==> src/rtl/ifu_fetch.sv <==
// ifu_fetch: sequential-PC instruction fetch front end with a DEPTH-entry in-order return FIFO.
// Rev 1.0 - initial release.
`default_nettype none

module ifu_fetch #(
  parameter int              XLEN      = 32,
  parameter int              INSTR_LEN = 32,
  parameter int              DEPTH     = 4,
  parameter logic [XLEN-1:0] RESET_PC  = '0
) (
  input  logic                 clk,
  input  logic                 rst,
  output logic                 imem_req_valid,
  input  logic                 imem_req_ready,
  output logic [XLEN-1:0]      imem_req_addr,
  input  logic                 imem_rsp_valid,
  input  logic [INSTR_LEN-1:0] imem_rsp_data,
  output logic [INSTR_LEN-1:0] instr,
  output logic                 instr_valid,
  output logic [XLEN-1:0]      instr_tag,
  input  logic                 pipe_stall,
  input  logic                 pipe_flush,
  input  logic [XLEN-1:0]      flush_pc
);

  localparam int PW = (DEPTH > 1) ? $clog2(DEPTH) : 1;
  localparam int CW = PW + 1;
  localparam int SW = PW + 3;
  localparam logic [INSTR_LEN-1:0] NOP = INSTR_LEN'(32'h0000_0013);

  logic [XLEN-1:0]      pc_q, pc_d;
  logic [PW-1:0]        head_q, head_d, tail_q, tail_d, fill_q, fill_d;
  logic [CW-1:0]        nfill_q, nfill_d, out_q, out_d, drop_q, drop_d;
  logic [DEPTH-1:0]     filled_q;
  logic [XLEN-1:0]      tag_q  [DEPTH];
  logic [INSTR_LEN-1:0] data_q [DEPTH];

  logic [SW-1:0] used;
  logic          issue, rsp_drop, rsp_fill, pop;

  // Credit counts returned-but-unconsumed entries, requests in flight and responses still to be discarded.
  assign used           = SW'(nfill_q) + SW'(out_q) + SW'(drop_q);
  assign imem_req_valid = ~rst & ~pipe_flush & (used < SW'(DEPTH));
  assign imem_req_addr  = pc_q;
  assign issue          = imem_req_valid & imem_req_ready;
  assign rsp_drop       = imem_rsp_valid & (drop_q != '0);
  assign rsp_fill       = imem_rsp_valid & (drop_q == '0) & ~pipe_flush;

  assign instr_valid = filled_q[head_q];
  assign instr       = instr_valid ? data_q[head_q] : NOP;
  assign instr_tag   = instr_valid ? tag_q[head_q] : '0;
  assign pop         = instr_valid & ~pipe_stall & ~pipe_flush;

  always_comb begin
    pc_d    = pc_q;
    head_d  = head_q;
    tail_d  = tail_q;
    fill_d  = fill_q;
    nfill_d = nfill_q;
    out_d   = out_q;
    drop_d  = drop_q;
    if (pipe_flush) begin
      pc_d    = flush_pc & ~XLEN'(3);
      head_d  = '0;
      tail_d  = '0;
      fill_d  = '0;
      nfill_d = '0;
      out_d   = '0;
      // Everything still in flight must be discarded when it eventually returns.
      drop_d  = drop_q + out_q - CW'(imem_rsp_valid);
    end else begin
      if (issue) begin
        pc_d   = pc_q + XLEN'(4);
        tail_d = tail_q + PW'(1);
      end
      if (rsp_drop) drop_d = drop_q - CW'(1);
      if (rsp_fill) fill_d = fill_q + PW'(1);
      if (pop)      head_d = head_q + PW'(1);
      nfill_d = nfill_q + CW'(rsp_fill) - CW'(pop);
      out_d   = out_q + CW'(issue) - CW'(rsp_fill);
    end
  end

  always_ff @(posedge clk or posedge rst) begin
    if (rst) begin
      pc_q     <= RESET_PC;
      head_q   <= '0;
      tail_q   <= '0;
      fill_q   <= '0;
      nfill_q  <= '0;
      out_q    <= '0;
      drop_q   <= '0;
      filled_q <= '0;
    end else begin
      pc_q    <= pc_d;
      head_q  <= head_d;
      tail_q  <= tail_d;
      fill_q  <= fill_d;
      nfill_q <= nfill_d;
      out_q   <= out_d;
      drop_q  <= drop_d;
      if (pipe_flush) begin
        filled_q <= '0;
      end else begin
        if (pop)      filled_q[head_q] <= 1'b0;
        if (rsp_fill) filled_q[fill_q] <= 1'b1;
      end
    end
  end

  // Payload storage needs no reset: the filled bits qualify every read.
  always_ff @(posedge clk) begin
    if (issue)    tag_q[tail_q]  <= pc_q;
    if (rsp_fill) data_q[fill_q] <= imem_rsp_data;
  end

  a_credit_bound : assert property (@(posedge clk) disable iff (rst) used <= SW'(DEPTH));
  a_no_stray_rsp : assert property (@(posedge clk) disable iff (rst)
                                    imem_rsp_valid |-> ((out_q != '0) || (drop_q != '0)));

endmodule

`default_nettype wire
==> config.mk <==
export PLATFORM = sky130hd
export DESIGN_NAME = ifu_fetch
export DESIGN_NICKNAME = d
export VERILOG_FILES = /design/src/rtl/ifu_fetch.sv
export SDC_FILE = /design/constraint.sdc
export NUM_CORES = 1
export LEC_CHECK = 0
export ABC_AREA = 0
export CORE_UTILIZATION = 59
export DETAILED_ROUTE_END_ITERATION = 8
export GPL_ROUTABILITY_DRIVEN = 1
export PLACE_DENSITY = 0.85
export SYNTH_ARGS = -nofsm -noshare
export SYNTH_HDL_FRONTEND = slang
export SYNTH_SLANG_ARGS = --single-unit
==> constraint.sdc <==
create_clock -name clk -period 11.92 [get_ports clk]
set_clock_uncertainty 0.05 [all_clocks]
set_input_delay 2.384 -clock clk [delete_from_list [all_inputs] [get_ports clk]]
set_output_delay 2.384 -clock clk [all_outputs]
set_load 0.05 [all_outputs]
Yosys cells after proc, flatten, opt, wreduce, memory -nomap -nowiden

Memory sizes are Yosys's and may differ from the RTL's.
Index checks and enable logic that the tools add are counted.

Bits in registers: 51
Bits in writable memories: 256
Input bits: 70
Output and inout bits: 98
Logic and storage cells: 78
Memories kept: 2

Memory list:

| memory | depth | width | rd ports | clocked after memory_dff | write ports | RTL line | source |
|---|---|---|---|---|---|---|---|
| data_q | 4     | 32    | 1        | 0                        | 1           | 36       | `logic [INSTR_LEN-1:0] data_q [DEPTH];` |
| tag_q  | 4     | 32    | 1        | 0                        | 1           | 35       | `logic [XLEN-1:0] tag_q [DEPTH];` |

$add $sub $neg: 13
Order comparisons: 5
Muxes and demuxes: 28
Bitwise logic cells: 14
Reduce and logical (&&, ||, !) cells: 8

Operator list:

| operator                                                                      | number |
|---|---|
| 32-bit two-way mux                                                            | 4 |
| 32-bit by 3-bit adder with 32-bit output (second input constant)              | 1 |
| 4-bit two-way mux                                                             | 4 |
| 2-bit two-way mux                                                             | 6 |
| 3-bit two-way mux                                                             | 4 |
| 3-bit by 1-bit subtractor with 3-bit output                                   | 3 |
| 1-bit AND                                                                     | 8 |
| 2-bit nonzero test                                                            | 4 |
| 1-bit two-way mux                                                             | 7 |
| 2-bit by 1-bit adder with 2-bit output (second input constant)                | 3 |
| 3-bit by 1-bit adder with 3-bit output                                        | 2 |
| 2-bit by 3-bit less-than comparator with 1-bit output (second input constant) | 2 |
| 4-bit by 3-bit adder with 5-bit output                                        | 1 |
| 5-bit by 3-bit less-than comparator with 1-bit output (second input constant) | 1 |
| 3-bit by 3-bit adder with 4-bit output                                        | 1 |
| 4-bit AND                                                                     | 1 |
| 1-bit demux with 2-bit select                                                 | 2 |
| 2-bit by 1-bit >= comparator with 1-bit output (second input constant)        | 2 |
| 4-bit NOT                                                                     | 1 |
| 4-bit OR                                                                      | 1 |
| 3-bit adder                                                                   | 1 |
| 3-bit logical NOT                                                             | 1 |
| 1-bit NOT                                                                     | 3 |
| 3-bit nonzero test                                                            | 1 |
| other kinds (3)                                                               | 4 |

Longest topological paths before layout

Gate-level depths: netlist of the first run.

Depth in word-level cells: 11
Depth in mapped cells: 16
Depth with buffers taken out: 15

Worst setup path after synthesis of the first run

No wires, ideal clock.

Kind: input-to-output
Start point: input port pipe_flush
End point: output port imem_req_valid
Data arrival time: 3.349 ns
Required time: 9.486 ns
Path slack: 6.137 ns
Cell stages on the path: 4
Path buffers: 2
Path through: clkbuf_1 -> clkbuf_1 -> nor2_1 -> o311a_1

Cells in the longest elaborated chain, start to end: 3

RTL lines:

| what                    | RTL line | source |
|---|---|---|
| from (decl)             | 22       | `input logic pipe_flush,` |
| 1-bit NOT               | 43       | `assign imem_req_valid = ~rst & ~pipe_flush & (used < SW'(DEPTH));` |
| 1-bit AND (2 in series) | 43       |  |
| to (decl)               | 13       | `output logic imem_req_valid,` |

Every way passes these cells.

Worst setup path after layout of the first run

Start point: register head_q[1]
End point: output port instr[1]

Cells in the longest elaborated chain, start to end: 3
Elaborated cells on any way between the ends: 4
Those cells by class: mux: 3; memory: 1

RTL lines:

| what                                      | RTL line | source |
|---|---|---|
| from (decl)                               | 32       | `logic [PW-1:0] head_q, head_d, tail_q, tail_d, fill_q, fill_d;` |
| from (signal assigned)                    | 87       | `head_q <= '0;` |
| from (signal assigned)                    | 96       | `head_q <= head_d;` |
| 1-bit binary-select mux with 2-bit select | 49       | `assign instr_valid = filled_q[head_q];` |
| 1-bit two-way mux (not written as such)   | 49       |  |
| 32-bit two-way mux (*)                    | 50       | `assign instr = instr_valid ? data_q[head_q] : NOP;` |
| to (decl)                                 | 18       | `output logic [INSTR_LEN-1:0] instr,` |

Mark *: on every way between the ends. The rest lies on a longest branch, timed or not. The select of a mux whose other input is x is not followed.

==> impl_results.md, run 1 <==
* Initial core utilization at approximately three fifths
* RSZ-0062 raised after global routing: no
* Reg2Reg Depth at 15
* Max-capacitance violation count at 0
* DR DRC count at 0
* GP Congestion at around 0.81
* Clock tree root driver cell: clkbuf_16
* Core Region at 0.0210 sq mm
* Tot GR Track Use at 24.3%
* Die Wd at around 150 um
* Slowest-stage cell, CP: clkdlybuf4s50_1
* Layout cells sized above 1 at between 10% and 20%
* DR pass1 iterations at 5
* Rows at between 50 and 60
* Startpoint Class: register
* Layout area overhead at 21.6%
* CTS tree: built
* Initial DRC count at 594
* Grt total ovfl at 0
* Family with the most delay on the worst path: buffers and inverters
* Worst-path maximum fanout at 51
* Cts bufs inserted at 28
* Die height at ~150 um
* Cells after synthesis at about 750
* Post-CTS setup buffers at 0
* Post-synthesis async set-or-reset flop share at between 10% and 20%
* Crit path launch: head_q[1]
* Pint at around 1.9 mW
* Crit path DAT at ~4.2 ns
* Pin slew with the least headroom to its limit at 1.05 ns
* Num ports at around 170
* Net Sw Power at roughly 0.81 mW
* Largest net degree at the start of global routing at 58
* Cell variety after synth at between 50 and 60
* Slowest cell delay on critical path at approximately 0.80 ns
* FF+latch count, synth at ~300
* Die footprint at approximately 0.022 sq mm
* Hold Buf Count CTS at 0
* Register share of total power at about 47%
* Final setup TNS at 0 ns
* Clk Latency, worst-skew pair at 0.53 ns
* First-pass GRT wire length at just over 40 mm
* Clock Sinks at between 200 and 300
* Data required time of the worst path at between 9 and 10 ns
* CTS Buffer Depth at 3
* Fin nets at 1016
* CP Cell Sequence: buf_4 -> mux2i_1 -> mux2_2 -> buf_4 -> or2_2 -> clkdlybuf4s50_1
* Status: complete, no violations
* Total power at roughly 2.7 mW
* Vias in the first global route at 7305
* Pwr/cell area at approximately 180 mW/mm^2
* WP buf/inv at 3
* Sw frac at slightly below 30%
* Leak pwr at roughly 5.2 nW
* Reg-to-Reg End: out_q[2]
* Most common cell on crit path: buf_4
* Via density at 6.02
* DPL Wire Length at ~16 mm
* Slew margin rel. at between 20% and 30%
* Resized cells post-CTS at 0
* Remaining antenna violation count at 0
* Fmax at between 0.15 and 0.2 GHz
* Synthesized area at roughly 0.013 sq mm
* Total number of vias at between 7000 and 8000
* Reg2Reg Launch Point: out_q[1]
* Initial antenna violation count at 0
* H-tree depth at 1
* HP Class: register to register
* Hold Fails Final Rpt at 0
* Part of the cycle the worst path needs at approximately 56%
* Comb pwr share at 22.2%
* Final WL at between 20 and 30 mm
* Min cycle time layout at approximately 6.7 ns
* DR WL/cell at 21.5 um
* Crit path to: instr[1]
* Top FF cell, synth: edfxtp_1
* Clock network power share at 30.8%
* CP Capture Type: output port
* R2r setup slk at a little over 7 ns
* Reg clk slew, reported paths at around 0.060 ns
* WHS at around 0.48 ns
* Pins Over Slew Limit at 0
* Synth warn at 0
* Port bufs at roughly 160
* Syn Area/Cell at around 17 sq um
* Finish-stage setup viols at 0
* Stages on worst setup path at 6
* Post-synth EDFFs at around 250
* Worst IR drop on VDD at between 0.1 and 0.15 mV
* # diodes at 0
* Seq/Total Area, Yosys at around 70%
* CP Class: register to output port
==> layout make-up <==
cell class | instances | area, sq um
well taps | 275 | 344
clock buffers | 38 | 790
clock inverters | 14 | 95.1
flip-flops and latches | 297 | 8680
repair buffers | 170 | 1670
fillers | 1247 | 5620
inverters | 35 | 131
multi-input cells | 384 | 3690
==> cells in the final DEF, fill, tap and decap left out, types with 5 or more instances in the layout <==
master,netlist,final
a21o_1,5,5
a21oi_1,15,14
a221o_1,13,13
and3_1,9,9
buf_4,4,9
clkbuf_1,20,6
clkbuf_16,0,29
clkdlybuf4s50_1,0,160
clkinv_1,0,6
dfrtp_1,49,47
edfxtp_1,248,248
fa_1,6,6
ha_1,24,24
inv_1,34,33
mux2i_1,10,10
mux4_2,62,62
nand2_1,30,30
nand3_1,13,13
nand4_1,9,9
nor2_1,17,17
nor2b_1,65,65
nor3_1,8,8
o21ai_0,18,18
or2_2,5,5
or3_1,5,5
xnor2_1,8,8
==> kinds of logic (layout without fill, tap and decap cells) <==
kind of cell	count (synthesis)	count (layout)	synth area share, %
adder cells (fa/ha/maj)	30	30	3.32
AND/OR/NAND/NOR	189	189	8.58
XOR/XNOR	10	10	0.692
multiplexers	73	73	11.9
AO/OA/AOI/OAI	78	78	4.43
flip-flops	297	297	68.5
buffers and inverters	74	257	2.56
other	1	4	0.0296
==> Yosys cell counts (4+ instances only) <==
cell type / count / share of area, %
nand4_1: 9 / 0.44
xnor2_1: 8 / 0.55
a21o_1: 5 / 0.30
and3_1: 9 / 0.44
mux4_2: 62 / 11
o21ai_0: 18 / 0.71
buf_1: 4 / 0.12
nor3b_1: 4 / 0.24
inv_1: 34 / 1.0
buf_2: 8 / 0.32
dfrtp_1: 49 / 9.7
and2_1: 4 / 0.20
nand3_1: 13 / 0.51
buf_4: 4 / 0.24
edfxtp_1: 248 / 59
fa_1: 6 / 0.95
or3_1: 5 / 0.25
nor2_1: 17 / 0.50
clkbuf_1: 20 / 0.59
mux2i_1: 10 / 0.79
nor2b_1: 65 / 3.2
a31o_2: 4 / 0.28
nand2_1: 30 / 0.89
or2_2: 5 / 0.25
a221o_1: 13 / 1.0
nor4_1: 4 / 0.20
ha_1: 24 / 2.4
a21oi_1: 15 / 0.59
nor3_1: 8 / 0.32
==> registers in the layout (all words and copies together) (netlist names) <==
signal and flops:
drop_q 3, out_q 3, imem_req_addr 30, fill_q 2, data_q 128, tail_q 2
tag_q 120, head_q 2, nfill_q 3, filled_q 4
==> metal layers <==
metal | GRT usage [%] | share of wire [%] | up-vias
li1 | - | - | 3241
met1 | 33.9 | 39 | 3618
met2 | 39.4 | 49 | 378
met3 | 3.50 | 8.3 | 60
met4 | 9.07 | 3.1 | 0
met5 | 0 | 0 | -
==> worst min-delay path by stage <==
| stage | startpoint | endpoint | slack [ns] | cells after the start |
|---|---|---|---|---|
| 2_1_floorplan | filled_q[0] | filled_q[0] | 0.44 | 1 |
| 3_3_place_gp | filled_q[1] | filled_q[1] | 0.45 | 1 |
| 3_5_place_dp | filled_q[0] | filled_q[0] | 0.46 | 1 |
| 4_1_cts | filled_q[1] | filled_q[1] | 0.48 | 1 |
| 5_1_grt | filled_q[0] | filled_q[0] | 0.50 | 1 |
| 6_report | filled_q[1] | filled_q[1] | 0.48 | 1 |
==> power by group through the flow <==
| stage | clock network (mW) | logic [mW] | registers (mW) |
|---|---|---|---|
| finish | 0.843 | 0.608 | 1.28 |
| global route | 0.890 | 0.659 | 1.29 |
| CTS | 0.854 | 0.613 | 1.28 |
| detailed placement | 0 | 0.607 | 1.30 |
| global placement | 0 | 0.598 | 1.30 |
| floorplan | 0 | 0.371 | 1.34 |
==> per-stage QoR <==
stage	worst slack (ns)	util [%]	instances	area, sq um
2_1_floorplan	6.14	-	755	12700
3_3_place_gp	5.51	69.0	1161	14500
3_5_place_dp	5.52	69.0	1161	14500
4_1_cts	5.14	73.3	1213	15400
5_1_grt	4.97	73.3	1213	15400
6_report	5.26	73.3	1213	15400
No activity file was read; power rests on OpenSTA's default activity.
==> run 2: changes to the inputs <==
Settings changed: CORE_UTILIZATION 59 to 50, PLACE_DENSITY 0.85 to 0.76.
Clock period 11.92 ns to 5.4 ns, I/O delays scaled along.
==> impl_results.md, run 2 (synthesis results as in run 1) <==
* Die footprint at about 0.026 sq mm
* Rows at 57
* CTS Buffer Depth at 3
* Tot GR Track Use at a little over a fifth
* Fmax at between 0.2 and 0.25 GHz
* Core Region at approximately 0.025 sq mm
* Crit path DAT at about 3.8 ns
* Resized cells post-CTS at 0
* Util after Layout at between 60% and 70%
* CP Class: register to output port
* CP Capture Type: output port
* Slew margin rel. at a little under 30%
* Worst IR drop on VDD at around 0.26 mV
* Fin area at between 0.015 and 0.02 sq mm
* Final setup TNS at 0 ns
* RSZ-0062 raised after global routing: no
* Reg clk slew, reported paths at ~0.060 ns
* Via density at roughly 5.7
* Reg2Reg Depth at 16
* Part of the cycle the worst path needs at between 90% and 100%
* Commonest non-fill, non-tap cell in the layout: edfxtp_1
* CP Cell Sequence: inv_1 -> fa_1 -> nor2_1 -> fa_1 -> nor4b_1 -> or2_2 -> o311a_1 -> clkdlybuf4s50_1
* Reg-to-Reg End: out_q[2]
* Vias in the first global route at roughly 7400
* Port bufs at about 160
* Pwr/cell area at 406 mW/mm^2
* Cts bufs inserted at 30
* CTS tree: built
* Clock Sinks at 297
* H-tree depth at 1
* HP Class: register to register
* Most common cell on crit path: fa_1
* Final WL at 27.0 mm
* Remaining antenna violation count at 0
* Worst Hold Depth at 1
* Initial core utilization at about half
* Slowest-stage cell, CP: clkdlybuf4s50_1
* WHS Endpoint: filled_q[3]
* Max-capacitance violation count at 0
* Number of flip-flops in the largest register at 128
* Fin nets at ~1000
* Grt total ovfl at 0
* Status: complete, no violations
* Initial antenna violation count at 0
* Hold Fails Final Rpt at 0
* # diodes at 0
* Num ports at between 150 and 200
* DR pass1 iterations at 5
* Clock tree root driver cell: clkbuf_16
* Die height at 161 um
* Die Wd at between 150 and 200 um
* Initial DRC count at between 600 and 700
* Worst-path maximum fanout at 6
* DPL Wire Length at approximately 17 mm
* First-pass GRT wire length at 41.9 mm
* R2r setup slk at roughly 1.1 ns
* Post-CTS setup buffers at 0
* Pins Over Slew Limit at 0
* Reg2Reg Launch Point: nfill_q[1]
* GP Congestion at slightly above 0.8
* Most frequent cells in the layout: edfxtp_1 (248), clkdlybuf4s50_1 (160), nor2b_1 (65)
* Startpoint Class: register
* Layout cells sized above 1 at 15.7%
* Clk Latency, worst-skew pair at 0.54 ns
* Most flop-heavy register: data_q
* DR DRC count at 0
* DR WL/cell at 21.2 um
* Finish-stage setup viols at 0
* Layout area overhead at 23.8%
* Hold Buf Count CTS at 0
* Data required time of the worst path at around 4.3 ns
* Post-DP Area at between 0.01 and 0.015 sq mm
* Leak pwr at between 5 and 6 nW
* Slowest cell delay on critical path at 0.80 ns
* Total number of vias at around 7300
* Largest net degree at the start of global routing at 56
* Pin slew with the least headroom to its limit at between 1 and 1.5 ns
* Hold Startpoint: filled_q[3]
* Min cycle time layout at roughly 4.9 ns
-- run 2: cell count changes in the layout (fill, tap and decap cells not counted), moves of 3 or more --
cell / change
and2_2: -4
clkinv_1: -4
clkbuf_8: -3
buf_4: +10
bufinv_16: +5
and2_1: +4
-- run 2: critical path, delay by kind of cell (launching register included) --
family          cells  cell delay [ns]
compound gates      1             0.18
fa+ha+maj           2             1.10
flops               1             0.38
buf+inv             2             0.90
simple gates        3             0.66
-- run 2: worst max path at each step --
stage,from,end,slack [ns],cells after the start
final,nfill_q[1],imem_req_valid,0.51,8
after global routing,out_q[1],imem_req_valid,0.34,8
after CTS,out_q[1],imem_req_valid,0.48,8
after detailed placement,out_q[1],imem_req_valid,1.08,8
after global placement,out_q[1],imem_req_valid,1.12,8
after floorplan,out_q[1],out_q[2],1.66,16
-- run 2: metrics by stage --
step	power (mW)	worst slack (ns)	instances	hold WS, ns
floorplan	3.77	1.66	755	0.439
global placement	4.21	1.12	1220	0.451
detailed placement	4.24	1.08	1220	0.458
CTS	6.40	0.480	1274	0.468
global route	6.61	0.336	1274	0.482
finish	6.36	0.507	1274	0.467
-- run 2: where the power goes --
group / total, mW / internal [mW] / switching, mW / leakage [nW]
sequential: 2.83 / 2.66 / 0.168 / 2.85
combinational: 1.37 / 0.529 / 0.838 / 1.96
clock: 2.17 / 1.33 / 0.834 / 0.505
total: 6.36 / 4.52 / 1.84 / 5.32
-- run 2: area by class of cell --
class,count,area (sq um)
fill,1725,8920
sequential,297,8680
multi-input combinational,384,3680
timing repair buffer,180,1750
clock buffer,37,798
tap,324,405
clock inverter,17,241
inverter,35,131
-- run 2: layer usage --
metal	GRT usage, %	routed length (um)
met5	0	0
met4	7.20	658
met3	2.52	1740
met2	34.5	13300
met1	29.9	11200
==> run 3: changes to the inputs <==
Settings changed: CTS_CLUSTER_SIZE from default to 40.
==> results of run 3 <==
No change in the layout: final DEF, timing and power equal those of run 2.
